<file path="config.mk">
export PLATFORM = sky130hd
export DESIGN_NAME = uart8_transmitter
export DESIGN_NICKNAME = d
export VERILOG_FILES = /design/src/rtl/uart_pkg.sv /design/src/rtl/uart_baud_tick.sv /design/src/rtl/uart8_transmitter.sv
export SDC_FILE = /design/constraint.sdc
export NUM_CORES = 1
export LEC_CHECK = 0
export CORE_ASPECT_RATIO = 1.25
export CORE_MARGIN = 5
export CORE_UTILIZATION = 45
export CTS_CLUSTER_SIZE = 28
export DETAILED_ROUTE_END_ITERATION = 7
export PLACE_DENSITY = 0.68
export SLEW_MARGIN = 20
export SYNTH_ARGS = -nofsm -noshare
export SYNTH_HDL_FRONTEND = slang
export SYNTH_SLANG_ARGS = --single-unit
</file>
<file path="constraint.sdc">
create_clock -name clk -period 1.75 [get_ports clk]
set_input_delay 0.2625 -clock clk [delete_from_list [all_inputs] [get_ports clk]]
set_output_delay 0.2625 -clock clk [all_outputs]
set_load 0.005 [all_outputs]
</file>
<file path="src/rtl/uart_pkg.sv">
// Shared definitions for the 8-bit UART transmitter: FSM states, line levels
// and the bit-period helper.
package uart_pkg;

    typedef enum logic [2:0] {
        IDLE   = 3'd0,
        START  = 3'd1,
        DATA   = 3'd2,
        PARITY = 3'd3,
        STOP   = 3'd4
    } state_t;

    localparam logic START_BIT  = 1'b0;
    localparam logic STOP_LEVEL = 1'b1;
    localparam int   DATA_BITS  = 8;

    function automatic int bit_cycles(input int clock_rate, input int baud_rate);
        return clock_rate / baud_rate;
    endfunction

endpackage

</file>
<file path="src/rtl/uart_baud_tick.sv">
// Bit-period timer: counts 0..PERIOD-1 and raises tick in the last cycle.
// restart forces the count back to zero so a new frame starts on a clean period.
module uart_baud_tick #(
    parameter int PERIOD = 10,
    parameter int WIDTH  = 4
) (
    input  logic clk,
    input  logic rst_n,
    input  logic restart,
    output logic tick
);

    logic [WIDTH-1:0] count_reg;

    assign tick = (count_reg == WIDTH'(PERIOD - 1));

    always_ff @(posedge clk or negedge rst_n) begin
        if (!rst_n) begin
            count_reg <= '0;
        end else if (restart || tick) begin
            count_reg <= '0;
        end else begin
            count_reg <= count_reg + WIDTH'(1);
        end
    end

endmodule

</file>
<file path="src/rtl/uart8_transmitter.sv">
// 8-bit UART transmitter: start bit, 8 data bits LSB first, optional even
// parity (define UART_TX_PARITY_EN), then STOP_BITS stop bits.
module uart8_transmitter
    import uart_pkg::*;
#(
    parameter int CLOCK_RATE = 100000000,
    parameter int BAUD_RATE  = 9600,
    parameter int STOP_BITS  = 1
) (
    input  logic       clk,
    input  logic       rst_n,
    input  logic       en,
    input  logic       valid,
    input  logic [7:0] in,
    output logic       ready,
    output logic       busy,
    output logic       done,
    output logic       out
);

    localparam int BIT_CYCLES = bit_cycles(CLOCK_RATE, BAUD_RATE);
    localparam int CNT_W      = $clog2(BIT_CYCLES * STOP_BITS);

    if (BIT_CYCLES < 2) begin : g_bad_rate
        $error("uart8_transmitter: CLOCK_RATE/BAUD_RATE must be at least 2");
    end
    if (STOP_BITS != 1 && STOP_BITS != 2) begin : g_bad_stop
        $error("uart8_transmitter: STOP_BITS must be 1 or 2");
    end

    state_t     state_reg, state_next;
    logic [7:0] shift_reg, shift_next;
    logic [2:0] bit_reg, bit_next;
    logic       out_reg, out_next;
    logic       busy_reg, busy_next;
    logic       done_reg, done_next;
    logic       accept;
    logic       tick;
`ifdef UART_TX_PARITY_EN
    logic       parity_reg, parity_next;
`endif

    assign ready  = (state_reg == IDLE) && en;
    assign accept = valid && ready;
    assign busy   = busy_reg;
    assign done   = done_reg;
    assign out    = out_reg;

    // Holding the timer in restart while disabled keeps an aborted frame from
    // leaking a partial period into the next one.
    uart_baud_tick #(
        .PERIOD (BIT_CYCLES),
        .WIDTH  (CNT_W)
    ) u_baud_tick (
        .clk     (clk),
        .rst_n   (rst_n),
        .restart (accept || !en),
        .tick    (tick)
    );

    always_ff @(posedge clk or negedge rst_n) begin
        if (!rst_n) begin
            state_reg  <= IDLE;
            shift_reg  <= '0;
            bit_reg    <= '0;
            out_reg    <= STOP_LEVEL;
            busy_reg   <= 1'b0;
            done_reg   <= 1'b0;
`ifdef UART_TX_PARITY_EN
            parity_reg <= 1'b0;
`endif
        end else begin
            state_reg  <= state_next;
            shift_reg  <= shift_next;
            bit_reg    <= bit_next;
            out_reg    <= out_next;
            busy_reg   <= busy_next;
            done_reg   <= done_next;
`ifdef UART_TX_PARITY_EN
            parity_reg <= parity_next;
`endif
        end
    end

    always_comb begin
        state_next  = state_reg;
        shift_next  = shift_reg;
        bit_next    = bit_reg;
        done_next   = 1'b0;
`ifdef UART_TX_PARITY_EN
        parity_next = parity_reg;
`endif
        if (!en) begin
            state_next = IDLE;
            bit_next   = '0;
        end else begin
            case (state_reg)
                IDLE: begin
                    if (valid) begin
                        state_next  = START;
                        shift_next  = in;
                        bit_next    = '0;
`ifdef UART_TX_PARITY_EN
                        parity_next = ^in;
`endif
                    end
                end
                START: begin
                    if (tick) state_next = DATA;
                end
                DATA: begin
                    if (tick) begin
                        if (bit_reg == 3'(DATA_BITS - 1)) begin
                            bit_next = '0;
`ifdef UART_TX_PARITY_EN
                            state_next = PARITY;
`else
                            state_next = STOP;
`endif
                        end else begin
                            bit_next   = bit_reg + 3'd1;
                            shift_next = shift_reg >> 1;
                        end
                    end
                end
                PARITY: begin
                    if (tick) state_next = STOP;
                end
                STOP: begin
                    // bit_reg counts elapsed stop bits here.
                    if (tick) begin
                        if (bit_reg == 3'(STOP_BITS - 1)) begin
                            state_next = IDLE;
                            bit_next   = '0;
                            done_next  = 1'b1;
                        end else begin
                            bit_next = bit_reg + 3'd1;
                        end
                    end
                end
                default: state_next = IDLE;
            endcase
        end

        busy_next = (state_next != IDLE);
        case (state_next)
            START:   out_next = START_BIT;
            DATA:    out_next = shift_next[0];
`ifdef UART_TX_PARITY_EN
            PARITY:  out_next = parity_next;
`endif
            default: out_next = STOP_LEVEL;
        endcase
    end

endmodule
</file>
==> flow_metrics.env, run 1 <==
export IMPL_finalHoldViolCount=0
export IMPL_synth_top_cell_by_area="dfrtp_1"
export IMPL_first_global_vias=1381
export IMPL_drt_iter0_drc=70
export IMPL_worstSetupPathDepth=6
export IMPL_ctsHtreeMaxLevel=2
export IMPL_crit_fanout=13
export IMPL_final_util_pct=59.81
export IMPL_layout_nets=218
export IMPL_setup_viol=0
export IMPL_grt_usage_pct=15.38
export IMPL_num_vias=1320
export IMPL_grt_ovfl_total=0
export IMPL_register_area_sq_um=778.2
export IMPL_slew_violations=0
export IMPL_hold_buffers=0
export IMPL_largest_register_ffs=14
export IMPL_ys_seq_area_share_pct=47.77
export IMPL_startpoint_type="register"
export IMPL_rrSetupSlack_ns=0.07
export IMPL_synth_edf_count=0
export IMPL_dp_hpwl_microns=2476
export IMPL_path_cells="ha_2 -> ha_2 -> nor3b_2 -> nand4_1 -> a21o_4 -> a32o_1"
export IMPL_clock_skew_ns=0.008730
export IMPL_synth_cells=166
export IMPL_dp_cells=233
export IMPL_final_cells=242
export IMPL_leakage_nw=0.9187
export IMPL_tightest_slew_ns=0.3894
export IMPL_critPathArrivalTime_ns=1.86
export IMPL_ant_nets=0
export IMPL_critPathCaptureType="register"
export IMPL_cpMostUsedCell="ha_2"
export IMPL_syn_avg_cell_area_sq_um=9.799
export IMPL_initial_core_util_pct=46.70
export IMPL_worst_path_buf_inv=0
export IMPL_fp_dieH_microns=77.22
export IMPL_status="finished clean"
export IMPL_rsz0062_at_grt="no"
export IMPL_crit_type="reg -> reg"
export IMPL_period_minus_slack_ns=1.683
export IMPL_area_growth_syn_to_layout_pct=28.08
export IMPL_cts_sinks=31
export IMPL_multi_input_area_sq_um=813.3
export IMPL_slew_headroom_pct=74.04
export IMPL_max_stage_delay_ns=0.39
export IMPL_ys_async_sr_fraction_pct=100.0
export IMPL_fill_cells=297
export IMPL_clkTransAtPathRegs_ns=0.06
export IMPL_grt_max_degree=32
export IMPL_ir_drop_mv=0.6822
export IMPL_root_buffer="clkbuf_8"
export IMPL_vias_per_cell=5.455
export IMPL_yosysWarnings=0
export IMPL_endpoint="shift_reg[7]$_DFFE_PN0P_"
export IMPL_coreArea_sq_um=3483
export IMPL_ys_types=42
export IMPL_clk_latency_ns=0.29
export IMPL_ys_seq_elements=31
export IMPL_cts_tree="built"
export IMPL_numCtsBuffers=5
export IMPL_syn_area_sq_um=1627
export IMPL_grt_pass1_wl_microns=6003
export IMPL_drt_total_wl_microns=3442
export IMPL_portBuffers=15
export IMPL_r2r_cells=6
export IMPL_place_area_sq_um=1931
export IMPL_hold_path_class="in -> async"
export IMPL_design_area_sq_um=2083
export IMPL_timing_rr_end="shift_reg[7]$_DFFE_PN0P_"
export IMPL_syn_nets=182
export IMPL_r2r_start="bit_reg[0]$_DFFE_PN0P_"
export IMPL_ioPinCount=16
export IMPL_timing_final_crit_share_pct=96.20
export IMPL_required_ns=1.93
export IMPL_drive_above_1_share_pct=21.67
export IMPL_clk_path_buf_depth=2
export IMPL_synthFlopType="dfrtp_1"
export IMPL_die_area_sq_um=4925
export IMPL_power_density_nw_per_um2=789.3
export IMPL_firstDrtPassIters=4
export IMPL_ys_top_cells_by_area="dfrtp_1 46%, nand2_1 4.6%, xor2_1 3.8%"
export IMPL_drc=0
export IMPL_cpMaxStageDelayCell="dfrtp_1"
export IMPL_gp_congestion=0.7867
export IMPL_cap_violations=0
export IMPL_finalSetupTns_ns=0
export IMPL_fp_row_count=24
export IMPL_routedWlPerCell_microns=14.22
export IMPL_crit_start="bit_reg[0]$_DFFE_PN0P_"
export IMPL_synth_top_area_share_pct=46.15
export IMPL_antenna_found_initial=0
export IMPL_die_w_microns=63.78
export IMPL_max_clock_freq_mhz=594.0
export IMPL_diodes=0
export IMPL_crit_family="compound AO/OA/AOI/OAI gates"
==> metal layers <==
metal	track usage [%]	share of wire [%]	up-vias
met5	0	0	-
met2	25.91	52	22
met3	5.263	4.2	10
met4	6.861	2.6	0
li1	-	-	658
met1	17.25	41	630
==> cells in the mapped netlist, drive strengths merged (6+ instances only) <==
| cell type | number |
|---|---|
| dfrtp | 30 |
| nand2 | 20 |
| nor2 | 14 |
| o21ai | 12 |
| a21oi | 7 |
| inv | 7 |
| xor2 | 7 |
| a22oi | 6 |
| nand3 | 6 |
| nand4 | 6 |
==> cell usage in the layout, fill, tap and decap left out, types with 3 or more instances in the layout <==
cell type,n
and4_1,3
dfrtp_1,29
nand3_1,6
nor2_1,14
a22oi_1,6
or3_1,4
xor2_1,7
a21oi_1,6
o31ai_1,3
o21ai_0,12
nand2_1,20
clkdlybuf4s50_1,14
inv_1,7
nor2b_1,3
buf_4,20
nand2b_1,3
nand4_1,6
clkbuf_8,6
==> report_power, final <==
part	switching (W)	internal (W)	leakage, nW
registers	0.0000196	0.000749	0.417
logic	0.0000733	0.0000764	0.441
clock network	0.000266	0.000460	0.0612
total	0.000359	0.00129	0.919
==> what timing repair did <==
item | CTS | global route
setup buffers | 1 | 1
endpoints found under the setup margin | 10 | 9
resized for setup | 7 | 3
hold endpoints to repair | 0 | 0
pin swaps | 4 | 4
==> stage by stage <==
| stage | power, W | hold WS (ns) | worst slack, ns |
|---|---|---|---|
| after floorplan | 0.0008458 | -0.03309 | 0.006545 |
| final | 0.001644 | 0.3635 | 0.06657 |
| after CTS | 0.001666 | 0.3743 | 0.009493 |
| after global placement | 0.0009229 | 0.4656 | -0.07432 |
| after detailed placement | 0.0009303 | 0.4717 | -0.1049 |
| after global routing | 0.001734 | 0.4153 | 0.01328 |
==> cells by family after synthesis <==
kind of cell / count (synthesis) / synth area share [%]
AOI/OAI and AO/OA: 36 / 15.23
xor gates and xnor gates: 9 / 4.846
adders and majority gates: 4 / 3.077
buffers and inverters: 13 / 3.923
DFF: 31 / 47.77
and+or+nand+nor: 73 / 25.15
==> how the worst min path moves through the flow <==
stage               cells after the start  slack, ns                                 end
finish                                  2       0.36              bit_reg[0]$_DFFE_PN0P_
detailed placement                      2       0.47            shift_reg[2]$_DFFE_PN0P_
global route                            2       0.42  u_baud_tick.count_reg[6]$_DFF_PN0_
CTS                                     2       0.37                      done$_DFF_PN0_
floorplan                               0      -0.03              bit_reg[0]$_DFFE_PN0P_
global placement                        2       0.47            shift_reg[2]$_DFFE_PN0P_
==> final cells by class <==
cell class                 count  area share [%]
clock buffer                   6           3.964
inverter                       7           1.261
sequential                    31           37.36
clock inverter                 2           1.682
timing repair buffer          35           14.35
tap                           39           2.342
multi-input combinational    122           39.04
Power figures use the tool's default switching activity.
==> run 2: changes to the inputs <==
CORE_ASPECT_RATIO = 0.75   (was 1.25)
PLACE_DENSITY = 0.65   (was 0.68)
clock period = 2.2 ns   (was 1.75 ns; I/O delays follow)
==> run 2 against run 1 <==
- first-iteration DRC count up 79%
- global-route usage down 0.96 points
- clock-buffer cell count up 2
- cell count down 6.2%
- combinational power down 31%
- sequential share of layout area up 3.1 points
- via count down 6.1%
- routed wire length down 12%
- die area about the same
- core utilization down 3.0 points
- critical endpoint is now ready
- highest routed layer unchanged
==> flow_metrics.env, run 2 (synthesis gave the netlist of run 1 again) <==
export IMPL_drive_above_1_share_pct=10.70
export IMPL_fp_row_count=18
export IMPL_required_ns=1.87
export IMPL_drc=0
export IMPL_portBuffers=15
export IMPL_first_global_vias=1217
export IMPL_ctsHtreeMaxLevel=2
export IMPL_timing_final_crit_share_pct=88.17
export IMPL_grt_pass1_wl_microns=5437
export IMPL_finalSetupTns_ns=0
export IMPL_antenna_found_initial=0
export IMPL_fin_ws_ns=0.2602
export IMPL_clk_path_buf_depth=2
export IMPL_leakage_nw=0.8272
export IMPL_cts_sinks=31
export IMPL_grt_max_degree=32
export IMPL_clock_skew_ns=0.004309
export IMPL_setup_viol=0
export IMPL_layout_nets=202
export IMPL_diodes=0
export IMPL_critPathCaptureType="output pin"
export IMPL_rsz0062_at_grt="no"
export IMPL_multi_input_area_sq_um=785.8
export IMPL_fill_cells=296
export IMPL_cts_tree="built"
export IMPL_drt_iter0_drc=125
export IMPL_firstDrtPassIters=4
export IMPL_dpl_worst_slack_ns=0.2646
export IMPL_coreArea_sq_um=3378
export IMPL_routedWlPerCell_microns=13.36
export IMPL_hold_path_class="in -> async"
export IMPL_drt_total_wl_microns=3032
export IMPL_layout_common_cells="30 x dfrtp_1, 20 x nand2_1, 15 x clkdlybuf4s50_1"
export IMPL_numCtsBuffers=5
export IMPL_slew_violations=0
export IMPL_slew_headroom_pct=65.43
export IMPL_hold_buffers=0
export IMPL_power_density_nw_per_um2=627.7
export IMPL_tightest_slew_ns=0.5172
export IMPL_cts_repair_resize_count=0
export IMPL_post_cts_setup_buffer_count=0
export IMPL_cap_violations=0
export IMPL_crit_fanout=3
export IMPL_dp_hpwl_microns=2222
export IMPL_period_minus_slack_ns=1.940
export IMPL_startpoint_type="input pin"
export IMPL_crit_type="in -> out"
export IMPL_status="finished clean"
export IMPL_num_vias=1239
export IMPL_initial_core_util_pct=48.15
export IMPL_final_common_cell="dfrtp_1"
export IMPL_grt_ovfl_total=0
export IMPL_root_buffer="clkbuf_8"
export IMPL_critPathArrivalTime_ns=1.61
export IMPL_clk_latency_ns=0.28
export IMPL_ant_nets=0
export IMPL_area_growth_syn_to_layout_pct=18.00
export IMPL_clkTransAtPathRegs_ns=0.06
export IMPL_die_w_microns=79.42
export IMPL_max_clock_freq_mhz=515.5
export IMPL_ioPinCount=16
export IMPL_ir_drop_mv=0.4613
export IMPL_register_area_sq_um=777.0
export IMPL_gp_congestion=0.8182
export IMPL_fp_dieH_microns=62.07
export IMPL_finalHoldViolCount=0
export IMPL_largest_register_ffs=14
export IMPL_vias_per_cell=5.458
export IMPL_grt_usage_pct=14.42
export IMPL_die_area_sq_um=4929
==> run 2: where the power goes <==
group / internal [W] / leakage (nW) / switching (W)
Combinational: 0.0000515 / 0.357 / 0.0000527
Sequential: 0.000596 / 0.419 / 0.0000170
Clock: 0.000285 / 0.0515 / 0.000203
==> run 2: path summary, 6_finish.rpt <==
| kind | startpoint | to | slack [ns] | cells after the start |
|---|---|---|---|---|
| setup / recovery | en | ready | 0.26 | 4 |
| hold / removal | rst_n | u_baud_tick.count_reg[6]$_DFF_PN0_ | 0.44 | 2 |
| setup reg to reg | u_baud_tick.count_reg[0]$_DFF_PN0_ | shift_reg[5]$_DFFE_PN0P_ | 0.28 | 6 |
| hold reg to reg | shift_reg[6]$_DFFE_PN0P_ | shift_reg[6]$_DFFE_PN0P_ | 0.48 | 2 |
| max in group asynchronous | rst_n | out$_DFF_PN1_ | 1.44 | 2 |
| min in group clk | shift_reg[6]$_DFFE_PN0P_ | shift_reg[6]$_DFFE_PN0P_ | 0.48 | 2 |
==> run 2: worst max-delay path, stage by stage <==
cell             delay (ns)
clkdlybuf4s50_1        0.51
nand2b_1               0.10
nor3_1                 0.14
clkdlybuf4s50_1        0.52
==> run 2: metrics by stage <==
stage	area [sq um]	hold slack (ns)	power, W	utilization [%]	instances
final	1919	0.4404	0.001205	56.81	227
after floorplan	1627	0.03441	0.0006728	-	166
after detailed placement	1819	0.4723	0.0007288	53.85	219
after global routing	1919	0.4828	0.001270	56.81	227
after global placement	1819	0.4630	0.0007257	53.85	219
after CTS	1919	0.4483	0.001221	56.81	227
==> run 2: final cells by class <==
class,count,area share (%)
tap,40,2.608
multi-input combinational,122,40.94
sequential,31,40.48
clock buffer,8,5.215
inverter,7,1.369
timing repair buffer,19,9.387
==> run 2: layer usage <==
metal	up-vias	wire length, microns	global-route usage (%)	part of all wire [%]
met1	591	1561	19.91	51
li1	628	-	-	-
met4	0	27	5.637	0.89
met3	2	115	4.035	3.8
met2	18	1327	21.76	44
met5	-	0	0	0
==> run 3: changes to the inputs <==
clock period = 2.4 ns   (was 2.2 ns; I/O delays follow)
==> run 3 against run 2 <==
- core utilization is 0.30 points higher
- critical path depth stayed put
- sequential cell count stayed put
- clock skew is 0.0020 ns higher
- die area stayed put
- worst setup slack better by 0.058 ns
- power is 1.9% lower
- non-clock buffer count is 1 lower
- via count is 1.2% higher
- clock power is 7.6% higher
- critical endpoint unchanged
==> flow_metrics.env, run 3 (synthesis gave the netlist of run 1 again) <==
export IMPL_status="finished clean"
export IMPL_largest_register_ffs=14
export IMPL_clk_path_buf_depth=2
export IMPL_area_growth_syn_to_layout_pct=18.62
export IMPL_tightest_slew_ns=0.5879
export IMPL_max_clock_freq_mhz=480.3
export IMPL_hold_path_class="in -> async"
export IMPL_layout_nets=201
export IMPL_ctsHtreeMaxLevel=2
export IMPL_grt_ovfl_total=0
export IMPL_final_common_cell="dfrtp_1"
export IMPL_crit_family="buffers and inverters"
export IMPL_die_area_sq_um=4929
export IMPL_portBuffers=15
export IMPL_power_internal_w=0.0009274
export IMPL_pwr_share_seq_pct=47.6
export IMPL_period_minus_slack_ns=2.082
export IMPL_grt_pass1_wl_microns=5678
export IMPL_r2r_cells=6
export IMPL_antenna_found_initial=0
export IMPL_first_global_vias=1282
export IMPL_setup_viol=0
export IMPL_pwr_share_comb_pct=8.0
export IMPL_design_area_sq_um=1929
export IMPL_cap_violations=0
export IMPL_worstSetupPathDepth=4
export IMPL_clock_skew_ns=0.006339
export IMPL_p_switching_w=0.0002542
export IMPL_cpMaxStageDelayCell="clkdlybuf4s50_1"
export IMPL_startpoint_type="input pin"
export IMPL_r2r_start="u_baud_tick.count_reg[0]$_DFF_PN0_"
export IMPL_cts_tree="built"
export IMPL_register_area_sq_um=777.0
export IMPL_power_density_nw_per_um2=612.4
export IMPL_dp_cells=218
export IMPL_diodes=0
export IMPL_final_cells=226
export IMPL_drt_total_wl_microns=3201
export IMPL_numCtsBuffers=5
export IMPL_critPathArrivalTime_ns=1.72
export IMPL_clkTransAtPathRegs_ns=0.07
export IMPL_cts_repair_resize_count=0
export IMPL_place_area_sq_um=1812
export IMPL_timing_final_crit_share_pct=86.75
export IMPL_coreArea_sq_um=3378
export IMPL_leakage_nw=0.8323
export IMPL_rrSetupSlack_ns=0.49
export IMPL_grt_usage_pct=15.32
export IMPL_max_stage_delay_ns=0.54
export IMPL_drt_iter0_drc=102
export IMPL_finalHoldViolCount=0
export IMPL_drive_above_1_share_pct=10.75
export IMPL_crit_type="in -> out"
export IMPL_fp_dieH_microns=62.07
export IMPL_root_buffer="clkbuf_8"
export IMPL_required_ns=2.04
export IMPL_finalSetupTns_ns=0
export IMPL_routedWlPerCell_microns=14.16
export IMPL_firstDrtPassIters=4
export IMPL_cts_sinks=31
export IMPL_layout_common_cells="30 x dfrtp_1, 20 x nand2_1, 15 x clkdlybuf4s50_1"
export IMPL_die_w_microns=79.42
export IMPL_dp_hpwl_microns=2339
export IMPL_vias_per_cell=5.549
export IMPL_ir_drop_mv=0.3920
export IMPL_ioPinCount=16
export IMPL_initial_core_util_pct=48.15
export IMPL_hold_buffers=0
export IMPL_swShare_pct=21.52
export IMPL_timing_rr_end="shift_reg[4]$_DFFE_PN0P_"
export IMPL_crit_fanout=3
export IMPL_num_vias=1254
export IMPL_worst_path_buf_inv=2
export IMPL_multi_input_area_sq_um=785.8
export IMPL_ant_nets=0
export IMPL_fp_row_count=18
export IMPL_fill_cells=287
export IMPL_critPathCaptureType="output pin"
export IMPL_gp_congestion=0.8142
export IMPL_slew_violations=0
export IMPL_rsz0062_at_grt="no"
export IMPL_slew_headroom_pct=60.69
export IMPL_post_cts_setup_buffer_count=0
export IMPL_path_cells="clkdlybuf4s50_1 -> nand2b_1 -> nor3_1 -> clkdlybuf4s50_1"
export IMPL_cpMostUsedCell="clkdlybuf4s50_1"
export IMPL_clk_latency_ns=0.28
export IMPL_p_clk_share_pct=44.4
export IMPL_drc=0
export IMPL_grt_max_degree=32
## run 3: worst register-to-register path, cell delays in order, from the launching register on
cell and delay [ns]:
dfrtp_1 0.38, ha_1 0.22, and4_1 0.30, and4_4 0.28
and3_1 0.36, a22oi_1 0.11, o21ai_0 0.17
## run 3: layer usage
layer,vias to the layer above,global-route usage [%],part of all wire (%)
li1,627,-,-
met1,598,19.38,48
met2,27,24.38,47
met3,2,4.755,4.6
met4,0,7.353,0.69
met5,-,0,0
## run 3: worst max-delay path by stage
stage / startpoint / to / slack (ns)
after CTS: en / ready / 0.31
after detailed placement: en / ready / 0.31
after floorplan: bit_reg[0]$_DFFE_PN0P_ / shift_reg[3]$_DFFE_PN0P_ / 0.66
final: en / ready / 0.32
after global placement: en / ready / 0.43
after global routing: en / ready / 0.21
## run 3: metrics by stage
step	power (W)	util [%]	hold WS (ns)	setup slack (ns)
floorplan	0.0006167	-	0.06441	0.6565
detailed placement	0.0006673	53.63	0.4736	0.3109
CTS	0.001199	57.11	0.4790	0.3075
global placement	0.0006635	53.63	0.4634	0.4312
finish	0.001182	57.11	0.4678	0.3180
global route	0.001242	57.11	0.5080	0.2124
## run 3: layout make-up
cell class,count,area share (%)
Multi-Input combinational cell,122,40.73
Sequential cell,31,40.27
Timing Repair Buffer,18,8.949
Clock buffer,6,4.280
Tap cell,40,2.594
Clock inverter,2,1.816
Inverter,7,1.362
## run 3: power groups by stage
| stage | clock, W | combinational (W) | sequential (W) |
|---|---|---|---|
| floorplan | 0 | 0.0000512 | 0.000566 |
| global placement | 0 | 0.0000929 | 0.000571 |
| detailed placement | 0 | 0.0000957 | 0.000572 |
| CTS | 0.000540 | 0.0000961 | 0.000562 |
| global route | 0.000569 | 0.000108 | 0.000565 |
| finish | 0.000525 | 0.0000943 | 0.000563 |
